**config.mk**
```make
export PLATFORM = sky130hd
export DESIGN_NAME = board_port_arbiter
export DESIGN_NICKNAME = d
export VERILOG_FILES = /design/src/rtl/board_arb_pkg.sv /design/src/rtl/board_port_arbiter.sv
export SDC_FILE = /design/constraint.sdc
export NUM_CORES = 1
export LEC_CHECK = 0
export ABC_AREA = 1
export BUFFER_PORTS_ARGS = -buffer_cell sky130_fd_sc_hd__buf_2
export CAP_MARGIN = 10
export CORE_MARGIN = 4
export CORE_UTILIZATION = 49
export CTS_CLUSTER_SIZE = 14
export DETAILED_ROUTE_END_ITERATION = 10
export PLACE_DENSITY = 0.88
export SYNTH_ARGS = -nofsm -noshare
export SYNTH_HDL_FRONTEND = slang
export SYNTH_SLANG_ARGS = --single-unit
```
**constraint.sdc**
```tcl
create_clock -name clk -period 1.87 [get_ports clk]
set_input_delay 0.187 -clock clk [delete_from_list [all_inputs] [get_ports clk]]
set_output_delay 0.187 -clock clk [all_outputs]
set_load 0.02 [all_outputs]
```
**src/rtl/board_arb_pkg.sv**
```systemverilog
// Shared types and constants for the board_mem port-1 arbiter.
//   state_t  : arbiter FSM states
//   REQ_FSM  : requester index of main_fsm (hit/miss bookkeeping)
//   REQ_SCAN : requester index of the board scanner
package board_arb_pkg;

    typedef enum logic [1:0] {
        IDLE,
        ACCESS,
        DATA
    } state_t;

    localparam logic REQ_FSM  = 1'b0;
    localparam logic REQ_SCAN = 1'b1;

endpackage

```
**src/rtl/board_port_arbiter.sv**
```systemverilog
// Two-requester arbiter for the single control-side port of one board_mem.
// Accesses are serialised as IDLE -> ACCESS -> DATA, with round-robin pick on
// contention and a bounded lock for atomic read-modify-write sequences.
//
// Ports:
//   clk, rst             control clock, asynchronous active-high reset
//   reqN_i               access request, held with qualifiers until ackN_o
//   w_nrN_i              1 = write, 0 = read
//   addrN_i, wdataN_i    cell address / write data
//   lockN_i              keep ownership after this access while reqN_i is high
//   ackN_o               one-cycle completion pulse
//   rdata_o              read result, valid with ackN_o, held until next ack
//   busy_o               FSM not in IDLE
//   mem_addr_o           to board_mem addr1
//   mem_data_out_o       to board_mem write_data1
//   mem_w_nr_o           to board_mem w_nr
//   mem_data_in_i        from board_mem read_data1
module board_port_arbiter
    import board_arb_pkg::*;
#(
    parameter int unsigned ADDR_WIDTH = 8,
    parameter int unsigned DATA_WIDTH = 2,
    parameter int unsigned MAX_LOCK   = 4
) (
    input  logic                  clk,
    input  logic                  rst,
    input  logic                  req0_i,
    input  logic                  req1_i,
    input  logic                  w_nr0_i,
    input  logic                  w_nr1_i,
    input  logic [ADDR_WIDTH-1:0] addr0_i,
    input  logic [ADDR_WIDTH-1:0] addr1_i,
    input  logic [DATA_WIDTH-1:0] wdata0_i,
    input  logic [DATA_WIDTH-1:0] wdata1_i,
    input  logic                  lock0_i,
    input  logic                  lock1_i,
    output logic                  ack0_o,
    output logic                  ack1_o,
    output logic [DATA_WIDTH-1:0] rdata_o,
    output logic                  busy_o,
    output logic [ADDR_WIDTH-1:0] mem_addr_o,
    output logic [DATA_WIDTH-1:0] mem_data_out_o,
    output logic                  mem_w_nr_o,
    input  logic [DATA_WIDTH-1:0] mem_data_in_i
);

    localparam int unsigned       CntW     = 4;
    localparam logic [CntW-1:0]   LockLast = CntW'(MAX_LOCK - 1);

    state_t                state_q, state_d;
    logic                  owner_q, owner_d;
    logic                  last_owner_q, last_owner_d;
    logic [CntW-1:0]       lock_cnt_q, lock_cnt_d;
    logic [ADDR_WIDTH-1:0] mem_addr_q, mem_addr_d;
    logic [DATA_WIDTH-1:0] mem_data_q, mem_data_d;
    logic                  mem_w_nr_q, mem_w_nr_d;
    logic [DATA_WIDTH-1:0] rdata_q, rdata_d;
    logic                  ack0_q, ack0_d;
    logic                  ack1_q, ack1_d;
    logic                  busy_q, busy_d;

    logic                  winner;
    logic                  sel;
    logic [ADDR_WIDTH-1:0] sel_addr;
    logic [DATA_WIDTH-1:0] sel_wdata;
    logic                  sel_w_nr;
    logic                  own_req;
    logic                  own_lock;
    logic                  oth_req;
    logic                  chain;

    // Qualifier mux: in IDLE load from the fresh winner, in DATA from the
    // current owner (a chained access samples the owner's inputs in DATA).
    always_comb begin
        winner    = (req0_i && req1_i) ? ~last_owner_q : req1_i;
        sel       = (state_q == IDLE) ? winner : owner_q;
        sel_addr  = sel ? addr1_i : addr0_i;
        sel_wdata = sel ? wdata1_i : wdata0_i;
        sel_w_nr  = sel ? w_nr1_i : w_nr0_i;
        own_req   = owner_q ? req1_i : req0_i;
        own_lock  = owner_q ? lock1_i : lock0_i;
        oth_req   = owner_q ? req0_i : req1_i;
        // Give up the port on the MAX_LOCK-th chained grant if the other side waits.
        chain     = own_lock && own_req && !(oth_req && (lock_cnt_q == LockLast));
    end

    always_comb begin
        state_d      = state_q;
        owner_d      = owner_q;
        last_owner_d = last_owner_q;
        lock_cnt_d   = lock_cnt_q;
        mem_addr_d   = mem_addr_q;
        mem_data_d   = mem_data_q;
        mem_w_nr_d   = 1'b0;
        rdata_d      = rdata_q;
        ack0_d       = 1'b0;
        ack1_d       = 1'b0;

        unique case (state_q)
            IDLE: begin
                if (req0_i || req1_i) begin
                    owner_d    = winner;
                    mem_addr_d = sel_addr;
                    mem_data_d = sel_wdata;
                    mem_w_nr_d = sel_w_nr;
                    state_d    = ACCESS;
                end
            end
            ACCESS: begin
                state_d = DATA;
            end
            DATA: begin
                rdata_d      = mem_data_in_i;
                last_owner_d = owner_q;
                if (owner_q == REQ_SCAN) begin
                    ack1_d = 1'b1;
                end else begin
                    ack0_d = 1'b1;
                end
                if (chain) begin
                    if (lock_cnt_q != LockLast) begin
                        lock_cnt_d = lock_cnt_q + 1'b1;
                    end
                    mem_addr_d = sel_addr;
                    mem_data_d = sel_wdata;
                    mem_w_nr_d = sel_w_nr;
                    state_d    = ACCESS;
                end else begin
                    lock_cnt_d = '0;
                    state_d    = IDLE;
                end
            end
            default: begin
                state_d = IDLE;
            end
        endcase

        busy_d = (state_d != IDLE);
    end

    // Asynchronous reset drops mem_w_nr immediately so an in-flight write is
    // never committed once reset is seen.
    always_ff @(posedge clk or posedge rst) begin
        if (rst) begin
            state_q      <= IDLE;
            owner_q      <= REQ_FSM;
            last_owner_q <= REQ_SCAN;
            lock_cnt_q   <= '0;
            mem_addr_q   <= '0;
            mem_data_q   <= '0;
            mem_w_nr_q   <= 1'b0;
            rdata_q      <= '0;
            ack0_q       <= 1'b0;
            ack1_q       <= 1'b0;
            busy_q       <= 1'b0;
        end else begin
            state_q      <= state_d;
            owner_q      <= owner_d;
            last_owner_q <= last_owner_d;
            lock_cnt_q   <= lock_cnt_d;
            mem_addr_q   <= mem_addr_d;
            mem_data_q   <= mem_data_d;
            mem_w_nr_q   <= mem_w_nr_d;
            rdata_q      <= rdata_d;
            ack0_q       <= ack0_d;
            ack1_q       <= ack1_d;
            busy_q       <= busy_d;
        end
    end

    assign ack0_o         = ack0_q;
    assign ack1_o         = ack1_q;
    assign rdata_o        = rdata_q;
    assign busy_o         = busy_q;
    assign mem_addr_o     = mem_addr_q;
    assign mem_data_out_o = mem_data_q;
    assign mem_w_nr_o     = mem_w_nr_q;

endmodule

```
# Word level (Yosys, flattened, before mapping)
# Index checks and enable logic that the tools add are counted.
word_totals:
  in_bits: 30
  out_inout_bits: 16
  reg_bits: 24
classes:
  muxes: 26
  reduce_logical: 12
  n_addsub: 1
  n_eq_ne: 7
  n_bitwise: 1
ops:
  columns: ["op", "count"]
  rows:
  - ["2-to-1 mux 8 bit", 3]
  - ["case mux 8 bit (2 select lines)", 1]
  - ["2-to-1 mux 1 bit", 13]
  - ["2-to-1 mux 2 bit", 4]
  - ["2-to-1 mux 4 bit", 2]
  - ["case mux 2 bit (3 select lines)", 1]
  - ["adder 4 x 1 -> 4 bit (second input constant)", 1]
  - ["equality test 4 x 2 -> 1 bit (second input constant)", 1]
  - ["logical AND 1 bit", 4]
  - ["inequality test 2 x 1 -> 1 bit (second input constant)", 2]
  - ["inequality test 4 x 2 -> 1 bit (second input constant)", 1]
  - ["case mux 2 bit (2 select lines)", 1]
  - ["AND reduction 2 bit", 2]
  - ["nonzero test 2 bit", 2]
  - ["AND reduction 3 bit", 1]
  - ["equality test 2 x 1 -> 1 bit (second input constant)", 1]
  - ["equality test 2 bit (second input constant)", 1]
  - ["logical NOT 2 bit", 1]
  - ["inequality test 2 bit (second input constant)", 1]
  - ["case mux 1 bit (2 select lines)", 1]
  - ["logical NOT 1 bit", 1]
  - ["logical OR 1 bit", 1]
  - ["NOT 1 bit", 1]

# Depth between registers and ports, before layout
# Gate-level depths: netlist of run 1.
depth:
  ltp_word: 7
  mapped_depth: 9

# Least setup slack after synthesis of run 1
# Ideal clock, no wire load.
synth_path:
  path_type: "register to register"
  from: "register lock_cnt_q[0]"
  to: "register mem_addr_q[0], in the netlist mem_addr_o[0]"
  path_buffers: 1
  required_time_ps: 1753
  path_stages_with_launch: 10
  arrival_time_ps: 1196
  slack_ps: 557
  cell_sequence: "dfrtp_1 ha_1 nand2_1 nor2_2 nand2_4 nand3_4 nand2_4 buf_12 nand2_2 nand2_1"
synth_via:
  elab_chain_cells: 6
synth_rtl:
  columns: ["element", "line_no", "rtl"]
  rows:
  - ["from (decl)", "board_port_arbiter.sv:53", "logic [CntW-1:0] lock_cnt_q, lock_cnt_d;"]
  - ["from (signal assigned)", "board_port_arbiter.sv:160", "lock_cnt_q <= lock_cnt_d;"]
  - ["equality test 4 x 2 -> 1 bit", "board_port_arbiter.sv:84", "chain = own_lock && own_req && !(oth_req && (lock_cnt_q == LockLast));"]
  - ["logical AND 1 bit", "board_port_arbiter.sv:84", null]
  - ["logical NOT 1 bit", "board_port_arbiter.sv:84", null]
  - ["logical AND 1 bit", "board_port_arbiter.sv:84", null]
  - ["inequality test 2 bit (no line)", null, null]
  - ["AND reduction 3 bit (no line)", null, null]
  - ["to (signal assigned)", "board_port_arbiter.sv:161", "mem_addr_q <= mem_addr_d;"]
  - ["to (decl)", "board_port_arbiter.sv:54", "logic [ADDR_WIDTH-1:0] mem_addr_q, mem_addr_d;"]
# No other way between the ends.
# A chain may end at the register's enable or synchronous reset.

# Worst setup path after layout of run 1
layout_path:
  from: "register lock_cnt_q[0]"
  to: "register busy_q, in the netlist busy_o"
layout_via:
  elab_chain_cells: 7
layout_rtl:
  columns: ["element", "line_no", "rtl"]
  rows:
  - ["equality test 4 x 2 -> 1 bit", "board_port_arbiter.sv:84", null]
  - ["logical AND 1 bit", "board_port_arbiter.sv:84", null]
  - ["logical NOT 1 bit", "board_port_arbiter.sv:84", null]
  - ["logical AND 1 bit", "board_port_arbiter.sv:84", null]
  - ["2-to-1 mux 1 bit", "board_port_arbiter.sv:120", "if (chain) begin"]
  - ["case mux 2 bit (3 select lines)", "board_port_arbiter.sv:99", "unique case (state_q)"]
  - ["nonzero test 2 bit", "board_port_arbiter.sv:138", "busy_d = (state_d != IDLE);"]
  - ["named net busy_d", "board_port_arbiter.sv:60", "logic busy_q, busy_d;"]
  - ["to (signal assigned)", "board_port_arbiter.sv:167", "busy_q <= busy_d;"]
  - ["to (decl)", "board_port_arbiter.sv:60", null]
# The timed path passes the listed nets, and every way through them passes these cells.

==> impl_metrics.tcl, run 1 <==
set metrics [dict create \
    dp_hpwl_um 2140 \
    clockBufferDepth 2 \
    drtIter0Drc 27 \
    synth_edf_count 0 \
    crit_fanout 13 \
    fp.coreArea_um2 2500 \
    cts_root_buf "clkbuf_4" \
    ys_async_sr_fraction_pct 100 \
    fillers 227 \
    synth_cell_type_count 23 \
    grt_pass1_vias 1128 \
    cts_resized 0 \
    clkTransAtPathRegs_ns 0.12 \
    antenna_found_initial 0 \
    cp_data_required_time_ns 2.08 \
    die_h_um 59.3 \
    nets 241 \
    setup_tns_ns 0 \
    die_area_um2 3510 \
    ioPinCount 46 \
    io_buffers 45 \
    ys.flop_type "dfrtp_1" \
    worst_clock_skew_ns 0.000589 \
    cellPowerDensity_nw_per_um2 1610 \
    peakVddDrop_mv 0.950 \
    slew_headroom_pct 72.9 \
    grt_max_degree 25 \
    gr-usage-met1_pct 21.3 \
    crit_type "reg -> reg" \
    ant_nets 0 \
    die_w_um 59.3 \
    synth.yosys.seq_area_share_pct 46.7 \
    avgViaCountPerCell 4.94 \
    start_kind "flip-flop" \
    top_usage_layer "met2" \
    slew_viol_final 0 \
    gr-total-overflow 0 \
    drive_gt1_share_pct 35.9 \
    firstDrtPassIters 4 \
    status "finished clean" \
    drc 0 \
    synth_fp_nets 193 \
    placed_area_um2 1520 \
    fmax_mhz 618 \
    drt-wirelength-per-cell_um 11.2 \
    cts_tree "yes" \
    place_congestion 0.800 \
    tightestPinTransition_ns 0.406 \
    p_leak_nw 0.892 \
    ys_ff_latch 24 \
    placementRows 18 \
    setup_viol 0 \
    num_vias 1180 \
    syn_area_per_cell_um2 7.95 \
    clock-sinks 24 \
    arrival_ns 1.83 \
    postSynthCellCount 162 \
    yosysWarnings 0 \
    clk_latency_ns 0.31 \
    maxCapViolations 0 \
    grt_util_met3_pct 3.05 \
    rsz0062_at_grt "false" \
    cts_made_buffers 3 \
    grt_pass1_wl_um 4740 \
    holdCritPathClass "in -> reg" \
    finalCritPeriodShare_pct 86.6 \
    wirelength_um 2670 \
    design_area_um2 1570 \
    end_kind "flip-flop" \
    syn_to_final_growth_pct 21.9 \
    h-tree-depth 1 \
    gr-usage-all-layers_pct 17.6 \
    start_util_pct 51.5 \
    grtUsageMet2_pct 29.6 \
    hold_violations 0 \
    n_antenna_cell 0 \
    min_period_ns 1.62 \
    synthesis.area_um2 1290 \
]
[flip-flops by register name, summed over array words and instances (netlist names)]
signal,cells
lock_cnt_q,4
ack1_o,1
ack0_o,1
busy_o,1
rdata_o,2
owner_q,1
state_q,2
mem_w_nr_o,1
last_owner_q,1
mem_data_out_o,2
mem_addr_o,8
[cells by family (layout without fill, tap and decap cells)]
logic type | Yosys count | count (layout) | synth area share [%]
adders and majority gates | 1 | 1 | 0.972
buffers and inverters | 18 | 65 | 7.38
and+or+nand+nor | 113 | 113 | 42.0
AOI/OAI and AO/OA | 5 | 5 | 2.24
DFF | 24 | 24 | 46.7
xor gates and xnor gates | 1 | 1 | 0.680
[critical path, cell delays in order, from the launching register on]
cell and delay, ns:
dfrtp_1 0.43, ha_1 0.21, nand2_1 0.08, nor2_2 0.16
nand2_4 0.09, nand3_4 0.15, nand2_4 0.15, or2_1 0.24
[layout by cell type, fill, tap and decap left out, types with 4 or more instances in the layout]
cell type | synthesis | routed
nor2_1 | 10 | 10
nand2_1 | 55 | 55
nand2_2 | 12 | 12
buf_2 | 3 | 45
inv_1 | 9 | 9
o21ai_0 | 4 | 4
dfrtp_1 | 23 | 23
nand3_1 | 26 | 26
[path summary, 6_finish.rpt]
path,cells past startpoint,slack [ns],endpoint,startpoint
worst max-delay path,7,0.25,busy_o,lock_cnt_q[0]
worst min-delay path,3,0.07,rdata_o[1],mem_data_in_i[1]
worst max register to register,7,0.25,busy_o,lock_cnt_q[0]
worst min register to register,2,0.49,rdata_o[1],rdata_o[1]
max in group asynchronous,4,1.15,last_owner_q,rst
min in group asynchronous,4,0.44,mem_data_out_o[0],rst
[stage by stage]
stage / instances / hold slack (ns) / total power [W] / worst slack (ns) / utilization (%)
3_3_place_gp: 234 / 0.238 / 0.00224 / 0.336 / 60.9
5_1_grt: 239 / 0.0701 / 0.00276 / 0.124 / 62.8
4_1_cts: 239 / 0.0596 / 0.00255 / 0.260 / 62.8
3_5_place_dp: 234 / 0.242 / 0.00228 / 0.285 / 60.9
2_1_floorplan: 162 / 0.201 / 0.00198 / 0.557 / -
6_report: 239 / 0.0697 / 0.00253 / 0.251 / 62.8
[cells in the mapped netlist, types with 2 or more instances]
cell type | n | area share, %
buf_2 | 3 | 1.2
buf_4 | 2 | 1.2
dfrtp_1 | 23 | 45
inv_1 | 9 | 2.6
inv_2 | 3 | 0.87
nand2_1 | 55 | 16
nand2_2 | 12 | 5.8
nand2_4 | 2 | 1.7
nand3_1 | 26 | 10
nand3b_1 | 2 | 1.2
nor2_1 | 10 | 2.9
o21ai_0 | 4 | 1.6
[power breakdown]
group / total (W) / internal (W) / switching, W
sequential: 0.000889 / 0.000748 / 0.000141
combinational: 0.00137 / 0.000463 / 0.000910
clock: 0.000264 / 0.000119 / 0.000145
total: 0.00253 / 0.00133 / 0.00120
[what timing repair did]
item,4_1_cts,5_1_grt
hold buffers,1,0
setup endpoints to repair,0,0
endpoints found under the hold margin,23,0
setup buffers,0,0
[final cells by class]
cell class / count / area [um2] / share of cell area, %
multi-input cells: 120 / 591 / 37.6
inverters: 12 / 45.0 / 2.87
clock buffers: 4 / 36.3 / 2.31
flip-flops and latches: 24 / 602 / 38.4
repair buffers: 49 / 258 / 16.4
well taps: 30 / 37.5 / 2.39
[routing by layer]
metal  wire [um]  vias up  share of wire, %
met3         132        5               4.9
li1            -      604                 -
met4          51        0               1.9
met1        1180      539                44
met2        1300       32                49
met5           0        -                 0
Power figures use the tool's default switching activity.
==> inputs of run 2 (changes only) <==
==> constraint.sdc (replaced) <==
create_clock -name clk -period 1.87 [get_ports clk]
set_input_delay 0 -clock clk [delete_from_list [all_inputs] [get_ports clk]]
set_output_delay 0 -clock clk [all_outputs]
set_load 0.02 [all_outputs]
==> run 2 against run 1 <==
Critical path depth stayed put. Sequential cell count stayed put. Global-route usage increased by 1.3 points. Count of clock-buffer cells in the layout did not move. Wire length increased by 12%. Cell area rose by 8.3%. Via count increased by 5.3%. Die area stayed put. First-iteration DRC count rose by 15%. Combinational power about the same. Clock power about the same. Core utilization is 5.2 points higher. Critical path type unchanged. Largest power group unchanged.
==> impl_metrics.tcl, run 2 (synthesis gave the netlist of run 1 again) <==
set metrics [dict create \
    setup_viol 0 \
    avgViaCountPerCell 4.93 \
    nets 254 \
    dp_cells 234 \
    min_period_ns 1.64 \
    cts_root_buf "clkbuf_4" \
    power.net_switching_w 0.00122 \
    die_w_um 59.3 \
    gr-total-overflow 0 \
    switching_share_pct 47.5 \
    cts_resized 0 \
    ioPinCount 46 \
    slew_headroom_pct 72.8 \
    dp_hpwl_um 2070 \
    drive_gt1_share_pct 33.8 \
    drc 0 \
    firstDrtPassIters 4 \
    cp_data_required_time_ns 2.08 \
    hold_violations 0 \
    cellPowerDensity_nw_per_um2 1510 \
    finalCritPeriodShare_pct 87.7 \
    drtIter0Drc 31 \
    cts_made_buffers 3 \
    stdcell_count 252 \
    r2r_slack_ns 0.23 \
    n_antenna_cell 0 \
    io_buffers 45 \
    seqPwrFrac_pct 35.0 \
    p_int_w 0.00135 \
    holdCritPathClass "in -> reg" \
    syn_to_final_growth_pct 32.0 \
    crit_fanout 13 \
    wirelength_um 2980 \
    num_vias 1242 \
    p_leak_nw 0.948 \
    placementRows 18 \
    maxCapViolations 0 \
    ant_nets 0 \
    grt_pass1_wl_um 5110 \
    cts_tree "yes" \
    clock-sinks 24 \
    clock_power_share_pct 10.4 \
    clockBufferDepth 2 \
    cts_setup_buffers 0 \
    rsz0062_at_grt "false" \
    clkTransAtPathRegs_ns 0.13 \
    die_h_um 59.3 \
    crit_type "reg -> reg" \
    start_util_pct 51.5 \
    final_cell_mix "55 x nand2_1, 45 x buf_2, 26 x nand3_1, 23 x dfrtp_1, 14 x dlygate4sd3_1" \
    die_area_um2 3510 \
    fmax_mhz 609 \
    grt_pass1_vias 1205 \
    place_congestion 0.799 \
    start_kind "flip-flop" \
    layout_commonest_cell "nand2_1" \
    grt_max_degree 25 \
    fp.coreArea_um2 2500 \
    clk_latency_ns 0.31 \
    gr-usage-all-layers_pct 18.8 \
    h-tree-depth 1 \
    slew_viol_final 0 \
    setup_tns_ns 0 \
    drt-wirelength-per-cell_um 11.8 \
    peakVddDrop_mv 1.04 \
    antenna_found_initial 0 \
    tightestPinTransition_ns 0.408 \
    largest_reg_flops 8 \
    arrival_ns 1.86 \
    status "finished clean" \
    p_comb_share_pct 54.6 \
    worst_clock_skew_ns 0.0121 \
    end_kind "flip-flop" \
]
==> run 2: cell types whose count changed in the layout (fill, tap and decap cells not counted), sizes merged <==
cell,delta
dlygate4sd3,+13
==> run 2: repair_timing <==
item                       in CTS  in global routing
hold buffers                   14                  0
setup endpoints to repair       0                  0
hold endpoints to repair       36                  0
==> run 2: through the flow <==
stage | util, % | worst slack, ns | total power (W) | cell area, um2 | hold WS, ns
after global routing | 68.0 | 0.104 | 0.00279 | 1700 | 0.0271
after global placement | 60.9 | 0.338 | 0.00224 | 1520 | 0.0520
after CTS | 68.0 | 0.214 | 0.00258 | 1700 | 0.000857
after detailed placement | 60.9 | 0.235 | 0.00228 | 1520 | 0.0573
after floorplan | - | 0.557 | 0.00198 | 1290 | 0.0139
final | 68.0 | 0.229 | 0.00257 | 1700 | 0.0114
==> run 2: power groups by stage <==
stage                     registers, W  clock network [W]  logic [W]
after floorplan                0.00107                  0   0.000907
after global placement        0.000895                  0    0.00135
after detailed placement      0.000900                  0    0.00138
after CTS                     0.000892           0.000275    0.00141
after global routing          0.000922           0.000292    0.00158
final                         0.000897           0.000267    0.00140
==> run 2: layout make-up <==
cell class	instances	area (um2)
well taps	30	37.5
fillers	200	801
clock buffers	4	36.3
flip-flops and latches	24	602
multi-input cells	120	591
inverters	12	45.0
repair buffers	62	388
==> run 2: final timing paths <==
kind                                      to  cells after the start           from
max                                   busy_o                      7  lock_cnt_q[0]
min reg2reg                       rdata_o[1]                      2     rdata_o[1]
min in group asynchronous      mem_addr_o[0]                      4            rst
max in group asynchronous       last_owner_q                      4            rst
min                        mem_data_out_o[0]                      5    wdata0_i[0]
max reg2reg                           busy_o                      7  lock_cnt_q[0]
==> run 2: per-layer routing <==
metal	up-vias	GRT usage (%)	wire length, um
met5	-	0	0
met4	0	9.06	27
met3	2	1.96	174
met2	35	32.9	1530
met1	574	22.9	1240
li1	631	-	-
==> run 2: worst max-delay path: stages (launching register included) <==
cell and delay, ns:
dfrtp_1 0.43, ha_1 0.21, nand2_1 0.08, nor2_2 0.18, nand2_4 0.09, nand3_4 0.15
nand2_4 0.15, or2_1 0.25
